===== src/rtl/ram_arbiter.sv =====
// ============================================================================
// Module      : ram_arbiter
// Description : Two-master arbiter for the single-port cpu_ram. Master 0 is
//               the CPU bus path, master 1 the audio DMA engine. Grants are
//               round-robin, and an urgent flag lets master 1 win when the
//               audio FIFO is starving.
// Revision    : 1.0 - initial release
// ============================================================================
`default_nettype none

module ram_arbiter #(
    parameter int ADDR_W = 15,
    parameter int DATA_W = 32
) (
    input  logic                  clk,
    input  logic                  reset,

    input  logic                  m0_valid,
    output logic                  m0_ready,
    input  logic [ADDR_W-1:0]     m0_addr,
    input  logic [DATA_W-1:0]     m0_wdata,
    input  logic [DATA_W/8-1:0]   m0_wstrb,
    output logic [DATA_W-1:0]     m0_rdata,

    input  logic                  m1_valid,
    output logic                  m1_ready,
    input  logic [ADDR_W-1:0]     m1_addr,
    input  logic [DATA_W-1:0]     m1_wdata,
    input  logic [DATA_W/8-1:0]   m1_wstrb,
    output logic [DATA_W-1:0]     m1_rdata,
    input  logic                  m1_urgent,

    output logic                  ram_valid,
    input  logic                  ram_ready,
    output logic [ADDR_W-1:0]     ram_addr,
    output logic [DATA_W-1:0]     ram_wdata,
    output logic [DATA_W/8-1:0]   ram_wstrb,
    input  logic [DATA_W-1:0]     ram_rdata,

    output logic                  busy
);

    localparam int STRB_W = DATA_W / 8;

    typedef enum logic [1:0] {
        IDLE = 2'd0,
        GNT0 = 2'd1,
        GNT1 = 2'd2
    } state_t;

    state_t              state_q, state_d;
    logic                last_q, last_d;
    logic                ram_valid_q, ram_valid_d;
    logic [ADDR_W-1:0]   ram_addr_q, ram_addr_d;
    logic [DATA_W-1:0]   ram_wdata_q, ram_wdata_d;
    logic [STRB_W-1:0]   ram_wstrb_q, ram_wstrb_d;

    // Master 1 wins an IDLE decision when it is the only requester, when it
    // is urgent, or on a tie where master 0 was served last.
    logic pick1;
    assign pick1 = m1_valid && (!m0_valid || m1_urgent || !last_q);

    // Next-state logic: arbitrate in IDLE, hold the request until the RAM acks.
    always_comb begin
        state_d     = state_q;
        last_d      = last_q;
        ram_valid_d = ram_valid_q;
        ram_addr_d  = ram_addr_q;
        ram_wdata_d = ram_wdata_q;
        ram_wstrb_d = ram_wstrb_q;
        case (state_q)
            IDLE: begin
                if (pick1) begin
                    state_d     = GNT1;
                    ram_valid_d = 1'b1;
                    ram_addr_d  = m1_addr;
                    ram_wdata_d = m1_wdata;
                    ram_wstrb_d = m1_wstrb;
                end else if (m0_valid) begin
                    state_d     = GNT0;
                    ram_valid_d = 1'b1;
                    ram_addr_d  = m0_addr;
                    ram_wdata_d = m0_wdata;
                    ram_wstrb_d = m0_wstrb;
                end
            end
            GNT0: begin
                // The transfer always completes, even if master 0 withdrew.
                if (ram_ready) begin
                    state_d     = IDLE;
                    ram_valid_d = 1'b0;
                    last_d      = 1'b0;
                end
            end
            GNT1: begin
                if (ram_ready) begin
                    state_d     = IDLE;
                    ram_valid_d = 1'b0;
                    last_d      = 1'b1;
                end
            end
            default: begin
                state_d     = IDLE;
                ram_valid_d = 1'b0;
            end
        endcase
    end

    // State and registered RAM-side outputs; last resets to 1 so m0 wins the first tie.
    always_ff @(posedge clk) begin
        if (reset) begin
            state_q     <= IDLE;
            last_q      <= 1'b1;
            ram_valid_q <= 1'b0;
            ram_addr_q  <= '0;
            ram_wdata_q <= '0;
            ram_wstrb_q <= '0;
        end else begin
            state_q     <= state_d;
            last_q      <= last_d;
            ram_valid_q <= ram_valid_d;
            ram_addr_q  <= ram_addr_d;
            ram_wdata_q <= ram_wdata_d;
            ram_wstrb_q <= ram_wstrb_d;
        end
    end

    // Completion is combinational from ram_ready; a withdrawn master gets no ack.
    logic ack0, ack1;
    always_comb begin
        ack0     = (state_q == GNT0) && ram_ready && m0_valid;
        ack1     = (state_q == GNT1) && ram_ready && m1_valid;
        m0_ready = ack0;
        m1_ready = ack1;
        m0_rdata = ack0 ? ram_rdata : '0;
        m1_rdata = ack1 ? ram_rdata : '0;
    end

    assign ram_valid = ram_valid_q;
    assign ram_addr  = ram_addr_q;
    assign ram_wdata = ram_wdata_q;
    assign ram_wstrb = ram_wstrb_q;
    assign busy      = (state_q != IDLE);

endmodule

`default_nettype wire


===== config.mk =====
export PLATFORM = sky130hd
export DESIGN_NAME = ram_arbiter
export DESIGN_NICKNAME = d
export VERILOG_FILES = /design/src/rtl/ram_arbiter.sv
export SDC_FILE = /design/constraint.sdc
export NUM_CORES = 1
export LEC_CHECK = 0
export CAP_MARGIN = 20
export CORE_MARGIN = 2
export CORE_UTILIZATION = 30
export CTS_BUF_LIST = sky130_fd_sc_hd__clkbuf_2
export CTS_CLUSTER_DIAMETER = 60
export DETAILED_ROUTE_END_ITERATION = 8
export PLACE_DENSITY = 0.85
export RECOVER_POWER = 100
export SETUP_SLACK_MARGIN = 0.5
export SKIP_LAST_GASP = 1
export SYNTH_ARGS = -nofsm -noshare
export SYNTH_HDL_FRONTEND = slang
export SYNTH_SLANG_ARGS = --single-unit

===== constraint.sdc =====
create_clock -name clk -period 1.31 [get_ports clk]
set_clock_uncertainty 0.1 [all_clocks]
set_input_delay 0.131 -clock clk [delete_from_list [all_inputs] [get_ports clk]]
set_output_delay 0.131 -clock clk [all_outputs]
set_load 0.01 [all_outputs]

* After elaboration in Yosys (flattened, before gate mapping)
Index checks and enable logic that the tools add are counted.
** Word-level totals
- Input bits :: 140
- Output and inout port bits :: 119
- Bits in registers :: 55
** Cells by class
- Equality and inequality tests :: 6
- Reduce and logical (&&, ||, !) cells :: 17
- Multiplexer cells :: 18
** Operators with widths (number)
- $mux 32 :: 4
- $mux 15 :: 2
- $mux 4 :: 2
- $mux 2 :: 3
- $reduce_bool 2->1 :: 3
- $logic_and 1x1->1 :: 5
- $mux 1 :: 4
- $ne 2x2->1 const B :: 2
- $pmux 1 s2 :: 2
- $pmux 2 s2 :: 1
- $reduce_and 2->1 :: 2
- $ne 3x3->1 const B :: 1
- $reduce_and 3->1 :: 1
- $eq 2x1->1 const B :: 1
- $eq 2x2->1 const B :: 1
- $logic_not 1->1 :: 2
- $logic_not 2->1 :: 1
- $logic_or 1x1->1 :: 2
- $ne 2x1->1 const B :: 1
- $reduce_or 2->1 :: 1

* Longest topological paths before layout
- Word-level depth :: 6
- Mapped depth :: 7
- Mapped depth without buffers :: 5

* Worst setup path before layout
OpenSTA, ideal clock, no wires.
- Path type :: register -> register
- Start point :: register state_q[1]
- End point :: register ram_addr_q[10] (netlist: ram_addr[10])
- Clock period less this slack :: 1.445 ns
- Setup time :: 0.091 ns
- Setup slack :: -0.135 ns
- Buffers on the path :: 2
- Cell stages (with the launch flop) :: 8
- Data arrival time :: 1.254 ns
- Required time :: 1.119 ns
- Cell sequence :: dfxtp_1 > inv_1 > ha_1 > o21a_1 > buf_4 > buf_4 > nor2_1 > a311oi_1
** On the way
- Cells in the longest elaborated chain, start to end :: 2
** RTL lines
- start, declared :: line 51 : state_t state_q, state_d;
- start signal, assigned :: line 119 : state_q <= state_d;
- $logic_not 2->1 :: line 71 : case (state_q)
- $reduce_and 2->1 (no line)
- end signal, assigned :: line 122 : ram_addr_q <= ram_addr_d;
- end, declared :: line 54 : logic [ADDR_W-1:0] ram_addr_q, ram_addr_d;
Every way passes these cells.
A chain may end at the register's enable or synchronous reset.

* Final worst setup path
- Start point :: register state_q[1]
- End point :: output port m0_rdata[7]
** On the way
- Cells in the longest elaborated chain, start to end :: 4
** RTL lines
- $eq 2x1->1 :: line 131 : ack0 = (state_q == GNT0) && ram_ready && m0_valid;
- $logic_and 1x1->1 (2 in series) :: line 131
- $mux 32 :: line 135 : m0_rdata = ack0 ? ram_rdata : '0;
- end, declared :: line 23 : output logic [DATA_W-1:0] m0_rdata,
Every way passes these cells.

==> results.txt <==
- Core Rows: 36
- Number of enable flip-flop cells after synthesis: 0
- Share of flip-flops with an asynchronous set or reset: 0%
* Post-synthesis average cell area: 7.74 um2
* RSZ-0062 raised after global routing: yes
- Leading cell types in the layout, fill and taps excluded: sky130_fd_sc_hd__clkdlybuf4s50_1 (137), sky130_fd_sc_hd__buf_6 (119), sky130_fd_sc_hd__and2_4 (64)
- The count of buffers added on input and output ports is approximately 260.
- Mapped cell area: roughly 3000 um2
* Worst setup slack after placement: -702 ps
- Via count of the first global-routing pass: around 4200
- Derived from the worst setup path, the maximum achievable clock frequency is 492 MHz.
- Largest fanout on the critical path: 10
* Number of top-level design ports: 259
- DRC: 0
- Initial antenna violation count: 1
* Starting utilization of the core area: just over 30%
- Slack of the worst reg-to-reg path: -630 ps
- Tot GR Track Use: between 20 and 30%
- Entering global routing, the biggest net connects between 50 and 60 pins.
- The final layout contains about 830 nets.
- The layout has between 600 and 700 filler cells.
- In this run the static leakage power is roughly 3.0 nW.
- STA classifies the critical path startpoint as a register.
- Setup violations remaining at the end of the flow were counted as ~120.
- Die Footprint: ~11000 um2
- Counting flops and latches in the post-synthesis netlist gives 55.
- The HPWL after detailed placement is just under 10000 um.
- Fraction of layout instances using a drive strength above 1: a little over half
- Area used by sequential logic in the layout: 1160 um2
- Post-route cell area: 7380 um2
- The clock reaches the later pin of the worst-skew pair after 440 ps.
- The final hold violation count is 0.
* Critical setup path kind: reg2out
- Compared with the post-synthesis result, the final layout area differs by 143%.
* First-pass detailed-route iteration total: 4
* Hold Startpoint: reset
- The placed instances occupy a cell area of roughly 6000 um2.
- Clock tree from TritonCTS: built
- Combined area of the multi-input logic cells: between 2000 and 2500 um2
- YS warnings: 0
- Leading register cell type out of synthesis: sky130_fd_sc_hd__dfxtp_1
- Maximum vdd drop: around 0.00054 V
- Unique cell type count in the Yosys netlist: 27
* Time the worst path needs with I/O delays and setup: slightly above 2000 ps
- The die is 105 um wide.
- Clock-pin slew of the registers on the worst-case setup and hold paths: just over 300 ps
* DR vias: roughly 4500
- The run finished, with violations left.
* Violated checks: negative setup slack
- Start of the worst register-to-register path: state_q[0]
* Total length of routed wires: approximately 16000 um
* Worst endpoint required time: ~1100 ps
- Number of max-cap violations: 0
* Launching element of the worst setup path: state_q[1]
- First-pass GRT wire length: between 20000 and 25000 um
- Slew margin rel.: between 60% and 70%
* Total clock buffers created by CTS: 5
- Die span in y: roughly 100 um
- Transition at the pin with the smallest max-transition slack: just under 600 ps
- Sink count of the clock tree: 55
- In the finished design, the share of the clock period the worst path needs comes to 155%.
* Final weighted congestion in routability-driven placement: about 0.88
* Smallest setup slack after layout: -723 ps
- Number of DRC violations after detailed-routing iteration 0: 198
- The number of nets handed over by synthesis was between 500 and 600.
- Worst Path Arrival: 1800 ps
* Placeable core area: roughly 9800 um2
- Clock tree root buffer cell: sky130_fd_sc_hd__clkbuf_2
* GRT Residual Overflow: 0
* Final slew viol count: 0
- In the routed layout, each cell is associated on average with a via count of 5.41.
- The share of the Yosys chip area taken by registers is a little over a third.
* Endpoint kind of the worst setup timing path: primary output
- No sink is reached through more buffers than the 2 on the longest clock path.
- H-tree Lvls: 2
- In this run the remaining antenna-violating nets after routing total 0.
- Most frequent standard cell in the layout excluding fill and tap cells: sky130_fd_sc_hd__clkdlybuf4s50_1
- Counting every instance in the synthesized netlist gives 393.
- Power density cells: 852 nW/um2
* Class of the worst hold path: in2reg
- In the final routed layout, each cell accounts on average for around 20 um.
-- kinds of logic (layout without fill, tap and decap cells) --
family	Yosys count	count (layout)	synth area share [%]
flops	55	55	36.2
simple gates	175	175	29.7
compound gates	110	112	24.9
fa+ha+maj	3	3	1.23
buf+inv	50	345	7.98
other cells	0	1	0
-- critical path: stages (launching register included) --
cell	delay [ps]
sky130_fd_sc_hd__dfxtp_2	430
sky130_fd_sc_hd__inv_2	60
sky130_fd_sc_hd__ha_4	150
sky130_fd_sc_hd__and3_4	180
sky130_fd_sc_hd__buf_6	140
sky130_fd_sc_hd__buf_16	130
sky130_fd_sc_hd__and2_4	160
sky130_fd_sc_hd__buf_6	110
-- cells in the mapped netlist, types with 2 or more instances --
| cell | count | area [um2] |
|---|---|---|
| sky130_fd_sc_hd__and3_1 | 2 | 12.5 |
| sky130_fd_sc_hd__dfxtp_1 | 55 | 1100 |
| sky130_fd_sc_hd__o21ai_1 | 48 | 240 |
| sky130_fd_sc_hd__o21ai_0 | 5 | 25.0 |
| sky130_fd_sc_hd__clkbuf_1 | 24 | 90.1 |
| sky130_fd_sc_hd__inv_1 | 5 | 18.8 |
| sky130_fd_sc_hd__buf_2 | 11 | 55.1 |
| sky130_fd_sc_hd__nor2_1 | 51 | 191 |
| sky130_fd_sc_hd__nand3_1 | 51 | 255 |
| sky130_fd_sc_hd__a311oi_1 | 51 | 447 |
| sky130_fd_sc_hd__ha_1 | 3 | 37.5 |
| sky130_fd_sc_hd__buf_4 | 9 | 67.6 |
| sky130_fd_sc_hd__and2_1 | 64 | 400 |
-- state kept, by name (all words and copies together) (netlist names) --
signal     cells
ram_wdata     32
ram_wstrb      4
ram_valid      1
last_q         1
ram_addr      15
state_q        2
-- layout make-up --
cell class,instances,share of cell area [%]
Antenna cell,1,0.0339
Sequential cell,55,15.7
Timing Repair Buffer,332,50.8
Clock inverter,2,0.170
Clock buffer,6,0.407
Multi-Input combinational cell,290,30.3
Tap cell,133,2.26
Inverter,5,0.322
-- where the power goes --
part           leakage, nW  switching [W]  internal (W)
Combinational         2.54        0.00138       0.00203
Clock               0.0290       0.000580      0.000136
Sequential           0.470       0.000190       0.00197
Total                 3.04        0.00215       0.00413
-- per-stage QoR --
| step | std cells | total power, W | TNS (ps) | hold slack (ps) | util (%) |
|---|---|---|---|---|---|
| floorplan | 393 | 0.00310 | -406 | 176 | - |
| global placement | 763 | 0.00427 | -63020 | 359 | 61.8 |
| detailed placement | 763 | 0.00433 | -67100 | 364 | 61.8 |
| CTS | 799 | 0.00569 | -67370 | 4.44 | 69.6 |
| global route | 824 | 0.00653 | -81290 | 46.4 | 75.2 |
| finish | 824 | 0.00628 | -72040 | 52.6 | 75.2 |
-- per-layer routing --
layer / GRT usage (%) / vias to the layer above / wire length, um / part of all wire (%)
met5: 0 / - / 0 / 0
met4: 8.76 / 0 / 612 / 3.7
met3: 6.74 / 46 / 1190 / 7.3
met2: 50.1 / 234 / 8830 / 54
met1: 25.4 / 2149 / 5690 / 35
li1: - / 2029 / - / -
-- final timing paths --
kind	to	cells past startpoint
hold reg to reg	ram_valid	2
hold / removal	ram_wdata[31]	3
setup reg to reg	ram_wdata[1]	9
setup / recovery	m0_rdata[7]	7
-- timing repair --
item,4_1_cts,5_1_grt
cloned,12,6
endpoints found under the setup margin,174,174
gates resized for setup,652,84
endpoints found under the hold margin,0,0
setup buffers,16,18
pin swaps,18,17
hold buffers,0,0
Note: power is estimated with default switching activity, not from simulation.
